[src/rtl/tt_pkg.sv]
// Shared types and constants for the tt_scanner truth-table scanner.
package tt_pkg;

  typedef enum logic [1:0] {
    IDLE,
    DRIVE,
    DONE
  } state_t;

  localparam int unsigned N_MINTERMS  = 4;
  localparam int unsigned TIMER_W     = 4;
  localparam logic [3:0]  F5_EXPECTED = 4'b0010;

endpackage

[src/rtl/tt_settle_timer.sv]
// Settle timer: 4-bit down-counter with load; o_tc flags the sample cycle.
module tt_settle_timer
  import tt_pkg::*;
(
  input  logic               i_clk,
  input  logic               i_reset,
  input  logic               i_load,
  input  logic [TIMER_W-1:0] i_load_val,
  input  logic               i_en,
  output logic               o_tc
);

  logic [TIMER_W-1:0] r_cnt;

  // Load wins over counting; the count parks at zero until reloaded.
  always_ff @(posedge i_clk) begin
    if (i_reset) begin
      r_cnt <= '0;
    end else if (i_load) begin
      r_cnt <= i_load_val;
    end else if (i_en && (r_cnt != '0)) begin
      r_cnt <= r_cnt - TIMER_W'(1);
    end
  end

  assign o_tc = (r_cnt == '0);

endmodule

[src/rtl/tt_scanner.sv]
// Truth-table scanner for a 2-input gate: drives (a,b) through minterms
// 0..3, samples s after SETTLE cycles each, and compares the captured table
// with EXPECTED. Optional macro TT_SCANNER_AUTORUN_EN makes scans repeat
// back-to-back after the first start until reset.
module tt_scanner
  import tt_pkg::*;
#(
  parameter logic [N_MINTERMS-1:0] EXPECTED = F5_EXPECTED,
  parameter int unsigned           SETTLE   = 1
)
(
  input  logic                  i_clk,
  input  logic                  i_reset,
  input  logic                  i_start,
  output logic                  o_a,
  output logic                  o_b,
  input  logic                  i_s,
  output logic                  o_busy,
  output logic                  o_done,
  output logic [N_MINTERMS-1:0] o_table,
  output logic [N_MINTERMS-1:0] o_mismatch,
  output logic                  o_pass
);

  // Down-counter reload so the terminal count lands SETTLE cycles after load.
  localparam logic [TIMER_W-1:0] LP_RELOAD = TIMER_W'(SETTLE - 1);
  localparam logic [1:0]         LP_LAST_M = 2'(N_MINTERMS - 1);

  state_t                r_state;
  logic [1:0]            r_m;
  logic                  r_a;
  logic                  r_b;
  logic                  r_busy;
  logic                  r_done;
  logic [N_MINTERMS-1:0] r_table;
  logic [N_MINTERMS-1:0] r_mismatch;
  logic                  r_pass;

  state_t                w_state_nxt;
  logic [1:0]            w_m_nxt;
  logic [1:0]            w_m_inc;
  logic                  w_a_nxt;
  logic                  w_b_nxt;
  logic                  w_busy_nxt;
  logic                  w_done_nxt;
  logic [N_MINTERMS-1:0] w_table_nxt;
  logic [N_MINTERMS-1:0] w_mismatch_nxt;
  logic                  w_pass_nxt;
  logic                  w_load;
  logic                  w_en;
  logic                  w_tc;

  assign w_m_inc = r_m + 2'd1;

  tt_settle_timer u_timer (
    .i_clk      (i_clk),
    .i_reset    (i_reset),
    .i_load     (w_load),
    .i_load_val (LP_RELOAD),
    .i_en       (w_en),
    .o_tc       (w_tc)
  );

  // Register the state and every output; reset aborts any scan in flight.
  always_ff @(posedge i_clk) begin
    if (i_reset) begin
      r_state    <= IDLE;
      r_m        <= '0;
      r_a        <= 1'b0;
      r_b        <= 1'b0;
      r_busy     <= 1'b0;
      r_done     <= 1'b0;
      r_table    <= '0;
      r_mismatch <= '0;
      r_pass     <= 1'b0;
    end else begin
      r_state    <= w_state_nxt;
      r_m        <= w_m_nxt;
      r_a        <= w_a_nxt;
      r_b        <= w_b_nxt;
      r_busy     <= w_busy_nxt;
      r_done     <= w_done_nxt;
      r_table    <= w_table_nxt;
      r_mismatch <= w_mismatch_nxt;
      r_pass     <= w_pass_nxt;
    end
  end

  // Next-state and next-output logic for the scan sequence.
  always_comb begin
    w_state_nxt    = r_state;
    w_m_nxt        = r_m;
    w_a_nxt        = r_a;
    w_b_nxt        = r_b;
    w_busy_nxt     = r_busy;
    w_done_nxt     = 1'b0;
    w_table_nxt    = r_table;
    w_mismatch_nxt = r_mismatch;
    w_pass_nxt     = r_pass;
    w_load         = 1'b0;
    w_en           = 1'b0;
    unique case (r_state)
      IDLE: begin
        if (i_start) begin
          w_m_nxt        = '0;
          w_a_nxt        = 1'b0;
          w_b_nxt        = 1'b0;
          w_table_nxt    = '0;
          w_mismatch_nxt = '0;
          w_pass_nxt     = 1'b0;
          w_busy_nxt     = 1'b1;
          w_load         = 1'b1;
          w_state_nxt    = DRIVE;
        end
      end
      DRIVE: begin
        w_en = 1'b1;
        if (w_tc) begin
          w_table_nxt[r_m] = i_s;
          if (r_m != LP_LAST_M) begin
            w_m_nxt            = w_m_inc;
            {w_a_nxt, w_b_nxt} = w_m_inc;
            w_load             = 1'b1;
          end else begin
            // Compare against the table including the bit captured this edge.
            w_mismatch_nxt = w_table_nxt ^ EXPECTED;
            w_pass_nxt     = (w_mismatch_nxt == '0);
            w_busy_nxt     = 1'b0;
            w_done_nxt     = 1'b1;
            w_a_nxt        = 1'b0;
            w_b_nxt        = 1'b0;
            w_state_nxt    = DONE;
          end
        end
      end
      DONE: begin
`ifdef TT_SCANNER_AUTORUN_EN
        // Restart immediately; mismatch/pass keep the last result meanwhile.
        w_m_nxt     = '0;
        w_table_nxt = '0;
        w_busy_nxt  = 1'b1;
        w_load      = 1'b1;
        w_state_nxt = DRIVE;
`else
        w_state_nxt = IDLE;
`endif
      end
      default: begin
        w_state_nxt = IDLE;
      end
    endcase
  end

  assign o_a        = r_a;
  assign o_b        = r_b;
  assign o_busy     = r_busy;
  assign o_done     = r_done;
  assign o_table    = r_table;
  assign o_mismatch = r_mismatch;
  assign o_pass     = r_pass;

endmodule
[config.mk]
export PLATFORM = sky130hd
export DESIGN_NAME = tt_scanner
export DESIGN_NICKNAME = d
export VERILOG_FILES = /design/src/rtl/tt_pkg.sv /design/src/rtl/tt_settle_timer.sv /design/src/rtl/tt_scanner.sv
export SDC_FILE = /design/constraint.sdc
export NUM_CORES = 1
export LEC_CHECK = 0
export ABC_CLOCK_PERIOD_IN_PS = 1870
export CAP_MARGIN = 0
export CORE_UTILIZATION = 40
export DETAILED_ROUTE_END_ITERATION = 10
export PLACE_DENSITY = 0.65
export SKIP_CTS_REPAIR_TIMING = 1
export SLEW_MARGIN = 40
export SYNTH_ARGS = -nofsm -noshare
export SYNTH_HDL_FRONTEND = slang
export SYNTH_SLANG_ARGS = --single-unit
[constraint.sdc]
create_clock -name i_clk -period 1.87 [get_ports i_clk]
set_input_delay 0.374 -clock i_clk [delete_from_list [all_inputs] [get_ports i_clk]]
set_output_delay 0.374 -clock i_clk [all_outputs]
set_load 0.01 [all_outputs]
==> results of run 1 <==
-- synth_stat cells (2+ instances only) --
library cell  count
nand2_1           7
nor2b_1           4
or3_1             2
clkbuf_1          4
o32ai_1           3
nand4_1           5
o41ai_1           2
and3_1            3
nand3_1           5
ha_1              5
mux2_2            2
buf_2             2
nor2_1            5
a21oi_1          13
mux2_1            2
inv_1            11
o21ai_0           4
dfxtp_1          21
nand2b_1          5
o311ai_1          5
mux2i_1           2
-- flip-flops by register name, indices dropped and copies added (netlist names) --
register       cells
o_table            4
o_b                1
o_done             1
u_timer.r_cnt      4
o_pass             1
o_mismatch         4
r_state            2
r_m                2
o_busy             1
o_a                1
-- routing by layer --
| metal | vias up | part of all wire | track usage |
|---|---|---|---|
| li1 | 510 | - | - |
| met1 | 484 | 0.49 | 0.2282 |
| met2 | 16 | 0.47 | 0.2892 |
| met3 | 6 | 0.023 | 0.02810 |
| met4 | 0 | 0.019 | 0.07500 |
| met5 | - | 0 | 0 |
-- per-stage QoR --
stage / power, mW / area, um2
6_report: 0.8057 / 1368
5_1_grt: 0.8489 / 1368
4_1_cts: 0.8172 / 1368
3_5_place_dp: 0.5937 / 1341
3_3_place_gp: 0.5927 / 1341
2_1_floorplan: 0.5506 / 1135
-- cells by family (layout without fill, tap and decap cells) --
group           count (synthesis)  in the layout
flops                          21             21
mux                             6              6
compound gates                 33             33
buf+inv                        19             38
simple gates                   45             45
fa+ha+maj                       5              5
-- cell type report --
type / instances / area (um2) / share of cell area
flip-flops and latches: 21 / 420.4 / 0.3074
repair buffers: 22 / 205.2 / 0.1500
clock buffers: 4 / 26.28 / 0.01921
multi-input cells: 89 / 633.1 / 0.4629
inverters: 12 / 45.04 / 0.03294
well taps: 30 / 37.54 / 0.02745
-- power by group --
group | internal [mW] | total (mW) | switching (mW)
Combinational | 0.0543 | 0.116 | 0.0620
Sequential | 0.458 | 0.468 | 0.0100
Clock | 0.0832 | 0.222 | 0.138
-- worst max-delay path, cell delays in order, from the launching register on --
cell,delay [ns]
dfxtp_1,0.36
inv_1,0.07
ha_1,0.28
and4bb_4,0.32
nand3_2,0.15
mux2_1,0.35
-- how the worst max path moves through the flow --
| stage | from | endpoint | slack, ns | cells past startpoint |
|---|---|---|---|---|
| 3_3_place_gp | i_start | o_mismatch[2]$_SDFFE_PP0P_ | 0.05 | 4 |
| 3_5_place_dp | i_start | o_mismatch[2]$_SDFFE_PP0P_ | 0.02 | 4 |
| 2_1_floorplan | u_timer.r_cnt[0]$_SDFFE_PP0P_ | o_mismatch[2]$_SDFFE_PP0P_ | 0.44 | 5 |
| 4_1_cts | u_timer.r_cnt[0]$_SDFFE_PP0P_ | o_mismatch[2]$_SDFFE_PP0P_ | 0.23 | 5 |
| 6_report | u_timer.r_cnt[0]$_SDFFE_PP0P_ | o_mismatch[2]$_SDFFE_PP0P_ | 0.24 | 5 |
| 5_1_grt | r_m[0]$_SDFFE_PP0P_ | o_pass$_SDFFE_PP0P_ | 0.16 | 5 |
==> impl_metrics.csv, run 1 <==
group,metric,value,unit
run_status,status,"finished, final reports clean",
detailed_routing,drc,0,
setup_path,cp_data_arrival_time,1.84,ns
sta,finalHoldViolCount,0,
yosys,ys_warn_count,0,
sta,tightest_slew,0.4318,ns
setup_path,r2r_end,"o_mismatch[2]$_SDFFE_PP0P_",
placement,pre_cts_slack,0.01674,ns
yosys,ys_ff_latch,21,
pwr,p_per_area,589.2,nW/um2
finish,fin_nets,158,
yosys,ys_seq_area_frac,0.3705,
detailed_routing,via_per_inst,5.708,
worst_hold_path,hold_end,"o_a$_SDFFE_PP0P_",
yosys,syn_nets,138,
floorplanning,coreArea,2567,um2
finish,drive_gt1_frac,0.1081,
floorplanning,start_util,0.4420,
sta,fin_crit_sh,0.8736,
grt,grt_max_degree,16,
grt,antenna_found_initial,0,
finish,num-fill-cells,249,
yosys,synth-xor-area-share,0,
cts,numClockSinks,21,
floorplanning,chipWidth,55.27,um
cts,ctsHtreeMaxLevel,1,
finish,area_delta_synth_final,20.51,%
setup_path,setup.worst_path.end_class,"register",
sta,rsz0062_at_grt,"false",
sta,fin_worst_skew,0.002216,ns
pwr,p_leak,0.5138,nW
yosys,ys_types,38,
placement,portBuffers,16,
yosys,post-synth-top-area-cell,"dfxtp_1",
cts,cts_tree,"yes",
yosys,syn_area,1135,um2
detailed_routing,dr.pass1.iters,4,
yosys,synth_ff_type,"dfxtp_1",
setup_path,ff2ff_setup_slack,0.24,ns
sta,setup_viol,0,
yosys,synth_area_leaders,"dfxtp_1 37%, a21oi_1 5.7%, ha_1 5.5%, o311ai_1 3.9%, inv_1 3.6%",
cts,clkLatencyLatePin,0.30,ns
placement,place_inst,174,
floorplanning,die_height,55.27,um
grt,overflow,0,
setup_path,crit_type,"reg2reg",
floorplanning,pin_count,17,
yosys,synthMuxAreaShare,0.05733,
yosys,synth_edf_count,0,
detailed_routing,ant_nets,0,
cts,cts.clk_slew.worst_paths,0.12,ns
flow_run,max-cap-violations,0,
cts,max-clock-path-buffers,2,
placement,dpl.hpwl,1920,um
setup_path,rr_worst_depth,5,
setup_path,path_max_fanout,7,
pwr,ir_drop,497.0,uV
grt,grtUsageTotal,0.1762,
detailed_routing,wl_per_cell,14.52,um
grt,grt_pass1_wl,4402,um
yosys,synth-simple-area-share,0.2448,
finish,diodes,0,
detailed_routing,drt_iter0_drc,26,
yosys,synth_top_family_by_area,"simple AND/OR/NAND/NOR gates",
sta,fmax,0.6121,GHz
placement,gp_congestion,0.8535,
yosys,synth_compound_area_frac,0.2007,
sta,slew_headroom,0.7082,
cts,root_buffer,"clkbuf_4",
floorplanning,placementRows,18,
sta,slew_viol_final,0,
yosys,synth_cells,129,
worst_hold_path,hold_class,"reg2reg",
yosys,avgSynthCellArea,8.797,um2
sta,hold_ws,0.4855,ns
finish,fin_util,0.5327,
yosys,async_reset_ff_frac,0,
setup_path,r2r-start,"u_timer.r_cnt[0]$_SDFFE_PP0P_",
floorplanning,dieArea,3054,um2
detailed_routing,wirelength,2584,um
detailed_routing,num_vias,1016,
worst_hold_path,hold_depth,2,
yosys,yosysTopAreaCellShare,0.3705,
worst_hold_path,min_from,"o_a$_SDFFE_PP0P_",
yosys,synth_fa_ha_area_frac,0.05513,
grt,grt_pass1_vias,965,
setup_path,required,2.07,ns
finish,stdcell_count,178,
cts,cts_buffers,3,
sta,finalSetupTns,0,ns
setup_path,start_kind,"register",
sta,fin_ws,0.2364,ns
sta,period_minus_slack,1.634,ns
finish,final_common_cell,"dfxtp_1",
finish,mostFrequentLayoutCells,"21 x dfxtp_1, 16 x clkdlybuf4s50_1, 13 x a21oi_1, 11 x inv_1, 7 x nand2_1",
No activity file was read; power rests on OpenSTA's default activity.
==> run 2: changes to the inputs <==
==> constraint.sdc (replaced) <==
create_clock -name i_clk -period 1.87 [get_ports i_clk]
set_input_delay 0.4675 -clock i_clk [delete_from_list [all_inputs] [get_ports i_clk]]
set_output_delay 0.4675 -clock i_clk [all_outputs]
set_load 0.01 [all_outputs]
==> run 2 against run 1 <==
  * Die area stayed put
  * Critical path depth is 4 lower
  * Register-to-register slack worse by 0.02 ns
  * Clock power hardly changed
  * Cell count is 0.56% higher
  * Critical path type is now reg2out
==> impl_metrics.csv, run 2 (same netlist as run 1, synthesis figures left out) <==
group,metric,value,unit
finish,area_delta_synth_final,22.27,%
floorplanning,coreArea,2567,um2
worst_hold_path,hold_class,"reg2reg",
setup_path,cpMaxStageDelayCell,"clkdlybuf4s50_1",
setup_path,crit_family,"buffers and inverters",
grt,grt_pass1_wl,4547,um
cts,max-clock-path-buffers,2,
pwr,total_power,0.8145,mW
setup_path,r2r_end,"o_mismatch[2]$_SDFFE_PP0P_",
grt,overflow,0,
setup_path,path_max_fanout,4,
grt,grt_pass1_vias,968,
setup_path,path_buf_inv,1,
sta,tightest_slew,0.4416,ns
detailed_routing,drc,0,
setup_path,cp_data_arrival_time,1.26,ns
cts,ctsHtreeMaxLevel,1,
floorplanning,pin_count,17,
grt,grtUsageTotal,0.1819,
cts,cts.clk_slew.worst_paths,0.13,ns
detailed_routing,wirelength,2644,um
floorplanning,start_util,0.4420,
floorplanning,die_height,55.27,um
finish,final_common_cell,"dfxtp_1",
detailed_routing,num_vias,1038,
cts,cts_tree,"yes",
pwr,p_per_area,587.0,nW/um2
sta,fin_crit_sh,0.9212,
detailed_routing,ant_nets,0,
sta,finalSetupTns,0,ns
setup_path,critPathLaunch,"o_table[1]$_SDFFE_PP0P_",
grt,grt_max_degree,16,
setup_path,max_stage_delay,0.55,ns
sta,setup_viol,0,
sta,fmax,0.5805,GHz
floorplanning,dieArea,3054,um2
grt,antenna_found_initial,0,
pwr,p_leak,0.5232,nW
sta,finalHoldViolCount,0,
floorplanning,chipWidth,55.27,um
setup_path,crit_end,"o_table[1]",
cts,root_buffer,"clkbuf_4",
placement,place_inst,175,
sta,rsz0062_at_grt,"false",
sta,period_minus_slack,1.723,ns
setup_path,ff2ff_setup_slack,0.22,ns
run_status,status,"finished, final reports clean",
sta,slew_headroom,0.7016,
grt,met3_usage,0.04450,
detailed_routing,wl_per_cell,14.77,um
finish,drive_gt1_frac,0.1141,
grt,grtUsageMet1,0.2449,
setup_path,setup.worst_path.end_class,"primary output",
setup_path,r2r-start,"u_timer.r_cnt[0]$_SDFFE_PP0P_",
setup_path,crit_type,"reg2out",
setup_path,required,1.40,ns
sta,slew_viol_final,0,
cts,cts_buffers,3,
cts,numClockSinks,21,
detailed_routing,dr.pass1.iters,4,
grt,top_usage_layer,"met2",
setup_path,worstPathCellList,"clkdlybuf4s50_1",
finish,diodes,0,
placement,dpl.hpwl,1938,um
cts,clkLatencyLatePin,0.31,ns
placement,place_area,1361,um2
detailed_routing,drt_iter0_drc,30,
sta,fin_worst_skew,0.01325,ns
detailed_routing,via_per_inst,5.799,
finish,postLayoutCellArea,1388,um2
placement,gp_congestion,0.8651,
floorplanning,placementRows,18,
finish,fin_util,0.5404,
grt,grt_use_met2,0.2823,
setup_path,start_kind,"register",
finish,fin_nets,159,
placement,portBuffers,16,
setup_path,worst-path-stages,1,
flow_run,max-cap-violations,0,
setup_path,rr_worst_depth,5,
finish,stdcell_count,179,
finish,mostFrequentLayoutCells,"21 x dfxtp_1, 16 x clkdlybuf4s50_1, 13 x a21oi_1, 11 x inv_1, 7 x nand2_1",
pwr,ir_drop,412.2,uV
run 2: changes by cell type in the layout (fill, tap and decap cells not counted):
cell / before / now
buf_12: 0 / 1
run 2: final cells by class:
| cell class | count | area [um2] |
|---|---|---|
| fill | 253 | 1180 |
| multi-input combinational | 89 | 633.1 |
| sequential | 21 | 420.4 |
| timing repair buffer | 23 | 225.2 |
| inverter | 12 | 45.04 |
| tap | 30 | 37.54 |
| clock buffer | 4 | 26.28 |
run 2: where the power goes:
group | switching [mW] | leakage [nW] | internal [mW] | total (mW)
Clock | 0.142 | 0.0150 | 0.0834 | 0.225
Sequential | 0.0106 | 0.170 | 0.458 | 0.469
Combinational | 0.0625 | 0.338 | 0.0583 | 0.121
Total | 0.215 | 0.523 | 0.600 | 0.815
run 2: stage by stage:
stage	setup slack, ns	hold slack [ns]
final	0.1474	0.4833
after global routing	0.09886	0.5163
after CTS	0.1397	0.4908
after detailed placement	-0.08327	0.4731
after global placement	-0.04172	0.4663
after floorplan	0.4395	0.4758
run 2: metal layers:
metal / wire [um] / share of wire
met4: 20 / 0.0076
met2: 1275 / 0.48
met1: 1280 / 0.48
met5: 0 / 0
met3: 67 / 0.025
run 2: worst min-delay path, stage by stage, from the launching register on:
cell and delay [ns]:
dfxtp_1 0.33, nand2_1 0.05, o32ai_1 0.07
run 2: how the worst min path moves through the flow:
stage / start / endpoint / cells past startpoint / slack (ns)
3_3_place_gp: o_b$_SDFFE_PP0P_ / o_b$_SDFFE_PP0P_ / 2 / 0.47
3_5_place_dp: o_b$_SDFFE_PP0P_ / o_b$_SDFFE_PP0P_ / 2 / 0.47
4_1_cts: o_b$_SDFFE_PP0P_ / o_b$_SDFFE_PP0P_ / 2 / 0.49
6_report: o_a$_SDFFE_PP0P_ / o_a$_SDFFE_PP0P_ / 2 / 0.48
2_1_floorplan: u_timer.r_cnt[1]$_SDFFE_PP0P_ / u_timer.r_cnt[1]$_SDFFE_PP0P_ / 2 / 0.48
5_1_grt: o_mismatch[3]$_SDFFE_PP0P_ / o_mismatch[3]$_SDFFE_PP0P_ / 2 / 0.52
